==> src/rtl/dsp_add_pipe.sv <==
// dsp_add_pipe: two-stage pipelined 32-bit unsigned adder with valid/ready
// handshakes on both sides.
//
// The add is split into 16-bit halves. Stage 1 adds the low halves and
// registers the carry. Stage 2 adds the high halves plus that carry. Each
// stage therefore has only a 16-bit carry chain.
//
// Optional feature macro: DSP_ADD_SUB_EN
//   When defined, the block gains a 'sub' input that is sampled with the
//   operands. With sub = 1 the block computes input1 - input2 mod 2^32.
//   In that mode carry_out = 1 means no borrow.
//
// Ports:
//   clk        system clock, rising edge
//   rst        asynchronous active-high reset
//   in_valid   operands presented
//   in_ready   block accepts operands this cycle (combinational)
//   input1     augend
//   input2     addend
//   sub        subtract select (only with DSP_ADD_SUB_EN)
//   out_valid  result valid
//   out_ready  consumer accepts result this cycle
//   out        sum[31:0]
//   carry_out  sum bit 32
module dsp_add_pipe (
    input  logic        clk,
    input  logic        rst,
    input  logic        in_valid,
    output logic        in_ready,
    input  logic [31:0] input1,
    input  logic [31:0] input2,
`ifdef DSP_ADD_SUB_EN
    input  logic        sub,
`endif
    output logic        out_valid,
    input  logic        out_ready,
    output logic [31:0] out,
    output logic        carry_out
);

    localparam int unsigned DATA_W = 32;
    localparam int unsigned HALF_W = 16;

    // Stage 1 state
    logic              s1_valid_q, s1_valid_d;
    logic [HALF_W-1:0] lo_sum_q,   lo_sum_d;
    logic              c16_q,      c16_d;
    logic [HALF_W-1:0] hi_a_q,     hi_a_d;
    logic [HALF_W-1:0] hi_b_q,     hi_b_d;

    // Stage 2 state
    logic              s2_valid_q, s2_valid_d;
    logic [DATA_W-1:0] out_q,      out_d;
    logic              carry_q,    carry_d;

    logic              adv1, adv2;
    logic [DATA_W-1:0] b_eff;
    logic              cin;
    logic [HALF_W:0]   lo_full;
    logic [HALF_W:0]   hi_full;

    // Select the effective second operand and carry-in
    always_comb begin
`ifdef DSP_ADD_SUB_EN
        b_eff = sub ? ~input2 : input2;
        cin   = sub;
`else
        b_eff = input2;
        cin   = 1'b0;
`endif
    end

    // Next-state logic for both stages
    always_comb begin
        adv2 = !s2_valid_q || out_ready;
        adv1 = !s1_valid_q || adv2;

        lo_full = {1'b0, input1[HALF_W-1:0]} + {1'b0, b_eff[HALF_W-1:0]}
                + (HALF_W+1)'(cin);
        hi_full = (HALF_W+1)'(hi_a_q) + (HALF_W+1)'(hi_b_q)
                + (HALF_W+1)'(c16_q);

        s1_valid_d = s1_valid_q;
        lo_sum_d   = lo_sum_q;
        c16_d      = c16_q;
        hi_a_d     = hi_a_q;
        hi_b_d     = hi_b_q;
        s2_valid_d = s2_valid_q;
        out_d      = out_q;
        carry_d    = carry_q;

        // Data registers change only when a valid item is actually loaded.
        // Bubbles update the valid bit and leave the data untouched.
        if (adv1) begin
            s1_valid_d = in_valid;
            if (in_valid) begin
                lo_sum_d = lo_full[HALF_W-1:0];
                c16_d    = lo_full[HALF_W];
                hi_a_d   = input1[DATA_W-1:HALF_W];
                hi_b_d   = b_eff[DATA_W-1:HALF_W];
            end
        end

        if (adv2) begin
            s2_valid_d = s1_valid_q;
            if (s1_valid_q) begin
                out_d   = {hi_full[HALF_W-1:0], lo_sum_q};
                carry_d = hi_full[HALF_W];
            end
        end
    end

    // Pipeline registers
    always_ff @(posedge clk or posedge rst) begin
        if (rst) begin
            s1_valid_q <= 1'b0;
            lo_sum_q   <= '0;
            c16_q      <= 1'b0;
            hi_a_q     <= '0;
            hi_b_q     <= '0;
            s2_valid_q <= 1'b0;
            out_q      <= '0;
            carry_q    <= 1'b0;
        end else begin
            s1_valid_q <= s1_valid_d;
            lo_sum_q   <= lo_sum_d;
            c16_q      <= c16_d;
            hi_a_q     <= hi_a_d;
            hi_b_q     <= hi_b_d;
            s2_valid_q <= s2_valid_d;
            out_q      <= out_d;
            carry_q    <= carry_d;
        end
    end

    assign in_ready  = adv1;
    assign out_valid = s2_valid_q;
    assign out       = out_q;
    assign carry_out = carry_q;

endmodule

==> config.mk <==
export PLATFORM = sky130hd
export DESIGN_NAME = dsp_add_pipe
export DESIGN_NICKNAME = d
export VERILOG_FILES = /design/src/rtl/dsp_add_pipe.sv
export SDC_FILE = /design/constraint.sdc
export NUM_CORES = 1
export LEC_CHECK = 0
export ABC_AREA = 1
export CORE_MARGIN = 5
export CORE_UTILIZATION = 25
export DETAILED_ROUTE_END_ITERATION = 8
export PLACE_DENSITY_LB_ADDON = 0.25
export SKIP_LAST_GASP = 1
export SYNTH_ARGS = -nofsm -noshare
export SYNTH_HDL_FRONTEND = slang
export SYNTH_SLANG_ARGS = --single-unit
==> constraint.sdc <==
create_clock -name clk -period 9.3 [get_ports clk]
set_clock_uncertainty 0.15 [all_clocks]
set_input_delay 2.325 -clock clk [delete_from_list [all_inputs] [get_ports clk]]
set_output_delay 2.325 -clock clk [all_outputs]
set_load 0.02 [all_outputs]
==> metrics.txt, run 1 <==
outcome complete, no violations; final hold violations 0; CTS max path bufs 2; RD Place Congestion 0.838; layout cells sized above 1 0.0369; Max-Cap Viols 0; GR Util All Layers 0.118; ys async rst share 1.00; fill count 2141; largest net degree at the start of global routing 85; crit share post-route 0.648; synthesized instance count 708; VDD IR-drop max 0.0725 mV; final setup TNS 0 ps; Worst Tran Pin Value 1070 ps; die area 0.0231 mm^2; Req. time, crit path 6830 ps; crit path max-delay cell type clkdlybuf4s50_1; die height 152 um; first-pass GRT wire length 22500 um; hpwl dp 9980 um; Syn. warnings 0; total grt overflow 0; ANT cells 0; DRT iter0 DRCs 220; EDFF count, synth 0; Avg Inst Size Synth 7.11 um^2; Resized cells post-CTS 0; Synth cell types 31; initial antenna violation count 0; routed len/inst 12.4 um; Post-CTS Setup Inserts 0; Synth Flop Type dfrtp_1; Setup CP Type input pin to primary output; post-synth net total 810; share of the synthesized area in the top cell type 0.418; area growth from synthesis to layout 32.1%; CP bufs+invs 3; CP top delay family buffers and inverters; CP most frequent cell clkdlybuf4s50_1; Vias 4495; row cnt 51; kind of start point of the critical path input pin; Min Hold Slack 316 ps; synth cell count leaders nand2_1, inv_1, dfrtp_1; number of buffers added on ports 102; Clk Latency, worst-skew pair 340 ps; Clock Pin Slew Worst Setup and Hold Paths 60 ps; crit path time final 6030 ps; top post-synthesis cells by area dfrtp_1, nand2_1, ha_1; Reg area 0.00210 mm^2; CP Capture Type primary output; leakage dissipation 0.00353 uW; clk root buf clkbuf_16; hold crit path type register to register; top-count cell post-synth nand2_1; Die Wd 152 um; P per Cell Area 228 mW/mm^2; fmax 0.166 GHz; synthesized flop and latch total 84; Nets 909; post-DR vias/cell 4.17; Max Slew Vio Count 0; crit-path cells clkdlybuf4s50_1 -> inv_1 -> nand3_2 -> clkdlybuf4s50_1; Arr. time, crit path 3550 ps; Multi-input gate area 0.00250 mm^2; # IOs 103; final wirelength 13400 um; mapped cell area 0.00503 mm^2; Core Box Area 0.0197 mm^2; Detail Route Antenna Nets 0; CTS buffer count 9; CTS tree yes; max incr delay on CP 620 ps; DRC viols 0; worst-path fanout max 3; Starting Density 0.256; vias in the first global route 4437; H-tree levels 3; cts hold-fix bufs 0; CTS Sinks 84; Slew headroom 0.289; Final Setup Violations 0; DRT Pass-1 Iters 4; dominant cell type by area after synthesis dfrtp_1; unrepaired setup endpoints after global routing no; Design Power 1520 uW; Seq/Total Area, Yosys 0.418
[power breakdown]
group	leakage, uW	internal (uW)	switching [uW]	total (uW)
Sequential	0.00103	462	55.8	518
Clock	0.000167	263	149	412
Combinational	0.00234	248	337	585
[worst register-to-register path: stages, from the launching register on]
cell     delay, ps
dfrtp_1        410
fa_1           510
fa_1           430
nand2_1         90
nand2_1        100
and2_4         170
nand3_1        100
nand3_2        100
nand2_1         70
nand3_1        110
nand2_1         90
[metal layers]
metal,track usage,wire length [um]
met5,0,0
met4,0.0308,154
met3,0.0338,625
met2,0.180,5810
met1,0.165,6800
[state kept, by name, summed over array words and instances, names as in the netlist]
register,flops
c16_q,1
carry_out,1
hi_a_q,16
hi_b_q,16
lo_sum_q,16
out,32
out_valid,1
s1_valid_q,1
[cells by family after synthesis]
group,share of synthesized area
and+or+nand+nor,0.355
buffers and inverters,0.0858
DFF,0.418
AOI/OAI and AO/OA,0.0435
adders and majority gates,0.0890
xor gates and xnor gates,0.00870
[area by class of cell]
cell class,count,area share
repair buffers,104,0.156
clock buffers,10,0.0344
multi-input cells,518,0.376
well taps,265,0.0499
flip-flops and latches,84,0.316
clock inverters,6,0.0169
inverters,90,0.0510
[cell usage in the layout, fill, tap and decap left out, types with 2 or more instances in the layout]
cell type / synthesis / layout
nand2_1: 344 / 344
clkdlybuf4s50_1: 0 / 102
inv_1: 88 / 87
dfrtp_1: 84 / 84
nand3_1: 36 / 36
ha_1: 31 / 31
nor2_1: 24 / 24
a21oi_1: 16 / 16
o21ai_0: 15 / 15
clkbuf_16: 0 / 9
nor3_1: 8 / 8
o21ai_1: 7 / 7
nand3b_1: 6 / 6
xnor2_1: 4 / 4
or2_0: 4 / 4
or2_1: 3 / 3
nand3_2: 3 / 3
fa_1: 3 / 3
bufinv_16: 0 / 3
inv_2: 2 / 2
and2_4: 2 / 2
nand4_1: 2 / 2
clkinv_2: 0 / 2
nand2_2: 2 / 2
o22ai_1: 2 / 2
clkinv_4: 0 / 2
buf_4: 2 / 2
[metrics by stage]
stage,setup WS (ps),util,std cells,instance area (um^2)
after floorplan,4280,-,708,5030
after global placement,3290,0.321,1061,6310
after detailed placement,3270,0.321,1061,6310
after CTS,3260,0.338,1077,6650
after global routing,3220,0.338,1077,6650
final,3270,0.338,1077,6650
[final timing paths]
path	end	slack, ps	cells past startpoint	from
hold / removal	out[14]	320	2	lo_sum_q[14]
min in group asynchronous	out[1]	2480	3	rst
setup / recovery	in_ready	3270	4	out_ready
setup reg to reg	out[28]	6910	10	c16_q
max in group asynchronous	out[18]	5810	3	rst
hold reg to reg	out[14]	320	2	lo_sum_q[14]
(Power assumes the default switching activity.)
==> run 2, diff against run 1 <==
==> constraint.sdc (replaced) <==
create_clock -name clk -period 5 [get_ports clk]
set_clock_uncertainty 0.15 [all_clocks]
set_input_delay 1.25 -clock clk [delete_from_list [all_inputs] [get_ports clk]]
set_output_delay 1.25 -clock clk [all_outputs]
set_load 0.02 [all_outputs]
==> run 2 against run 1 <==
Clock power increased by 92%. Sequential power increased by 87%. Global-route usage decreased by 0.19 points. Die area unchanged. First-iteration DRC count decreased by 5.0%. Cell count about the same. Hold slack improved by 11 ps. Setup slack got worse by 2100 ps. Final area increased by 0.38%. Critical path type unchanged. Critical endpoint unchanged.
==> metrics.txt, run 2 (synthesis results as in run 1) <==
crit-path cells clkdlybuf4s50_1 -> inv_1 -> nand3_2 -> clkdlybuf4s50_1; Slew headroom 0.307; Arr. time, crit path 2460 ps; CTS max path bufs 2; Core Box Area 0.0197 mm^2; final hold violations 0; post-route cell area 0.00667 mm^2; fill count 2188; Clock Pin Slew Worst Setup and Hold Paths 60 ps; fmax 0.259 GHz; CP top delay family buffers and inverters; Starting Density 0.256; ANT cells 0; Min Hold Slack 327 ps; die height 152 um; area growth from synthesis to layout 32.6%; VDD IR-drop max 0.148 mV; H-tree levels 3; Layout Utilization 0.340; final setup slack of the worst path 1140 ps; CP bufs+invs 3; commonest non-fill, non-tap cell in the layout nand2_1; Largest register FFs 32; Worst Tran Pin Value 1040 ps; unrepaired setup endpoints after global routing no; CTS Sinks 84; largest net degree at the start of global routing 60; max incr delay on CP 610 ps; Nets 910; Detail Route Antenna Nets 0; Req. time, crit path 3600 ps; Setup CP Type input pin to primary output; CP most frequent cell clkdlybuf4s50_1; total grt overflow 0; DRT iter0 DRCs 209; number of buffers added on ports 102; worst-path fanout max 3; die area 0.0231 mm^2; final wirelength 13500 um; routed len/inst 12.5 um; Clk Latency, worst-skew pair 340 ps; kind of start point of the critical path input pin; DRC viols 0; leakage dissipation 0.00354 uW; first-pass GRT wire length 22300 um; hold crit path type register to register; Post-CTS Setup Inserts 0; layout cells sized above 1 0.0394; Resized cells post-CTS 0; cts hold-fix bufs 0; P per Cell Area 427 mW/mm^2; CTS buffer count 9; dpl ws 1120 ps; Vias 4488; Final Setup Violations 0; RD Place Congestion 0.847; DRT Pass-1 Iters 5; GR Util All Layers 0.116; # IOs 103; Max Slew Vio Count 0; crit share post-route 0.772; commonest non-fill, non-tap cells in the layout nand2_1, clkdlybuf4s50_1, inv_1; vias in the first global route 4345; CTS tree yes; placed instance area 0.00631 mm^2; post-DR vias/cell 4.16; outcome complete, no violations; row cnt 51; Die Wd 152 um; CP Capture Type primary output; initial antenna violation count 0; crit path time final 3860 ps; final setup TNS 0 ps; clk root buf clkbuf_16; crit path max-delay cell type clkdlybuf4s50_1; Max-Cap Viols 0; hpwl dp 10200 um
run 2: metrics by stage:
step	instances	power (uW)
after floorplan	708	1610
after global routing	1078	3060
after global placement	1062	2080
after CTS	1078	2900
after detailed placement	1062	2080
final	1078	2850
run 2: worst register-to-register path, cell delays in order, from the launching register on:
cell and delay [ps]:
dfrtp_1 420, fa_1 500, fa_1 430, nand2_1 90, nand2_1 100, and2_4 170
nand3_1 100, nand3_2 90, nand2_1 70, nand3_1 80, nand2_1 70
run 2: final timing paths:
kind | startpoint | end | slack [ps] | cells after the start
max | out_ready | in_ready | 1140 | 4
min | out[17] | out[17] | 330 | 2
max reg2reg | c16_q | out[28] | 2660 | 10
min reg2reg | out[17] | out[17] | 330 | 2
max in group asynchronous | rst | out[5] | 2480 | 3
min in group asynchronous | rst | out[0] | 1290 | 2
run 2: layout make-up:
type                       count  area [um^2]  area share
tap                          265          332      0.0497
inverter                      90          339      0.0508
clock buffer                  11          253      0.0379
timing repair buffer         105         1040       0.156
sequential                    84         2100       0.315
multi-input combinational    518         2500       0.374
clock inverter                 5          106      0.0159
run 2: routing by layer:
layer,GRT usage,share of wire,up-vias
met1,0.166,0.51,2004
met2,0.173,0.42,91
met5,0,0,-
met3,0.0287,0.053,15
met4,0.0372,0.017,0
li1,-,-,2378
run 2: where the power goes:
group | switching, uW | leakage [uW] | internal, uW
Sequential | 108 | 0.00103 | 859
Clock | 276 | 0.000172 | 517
Combinational | 629 | 0.00234 | 463
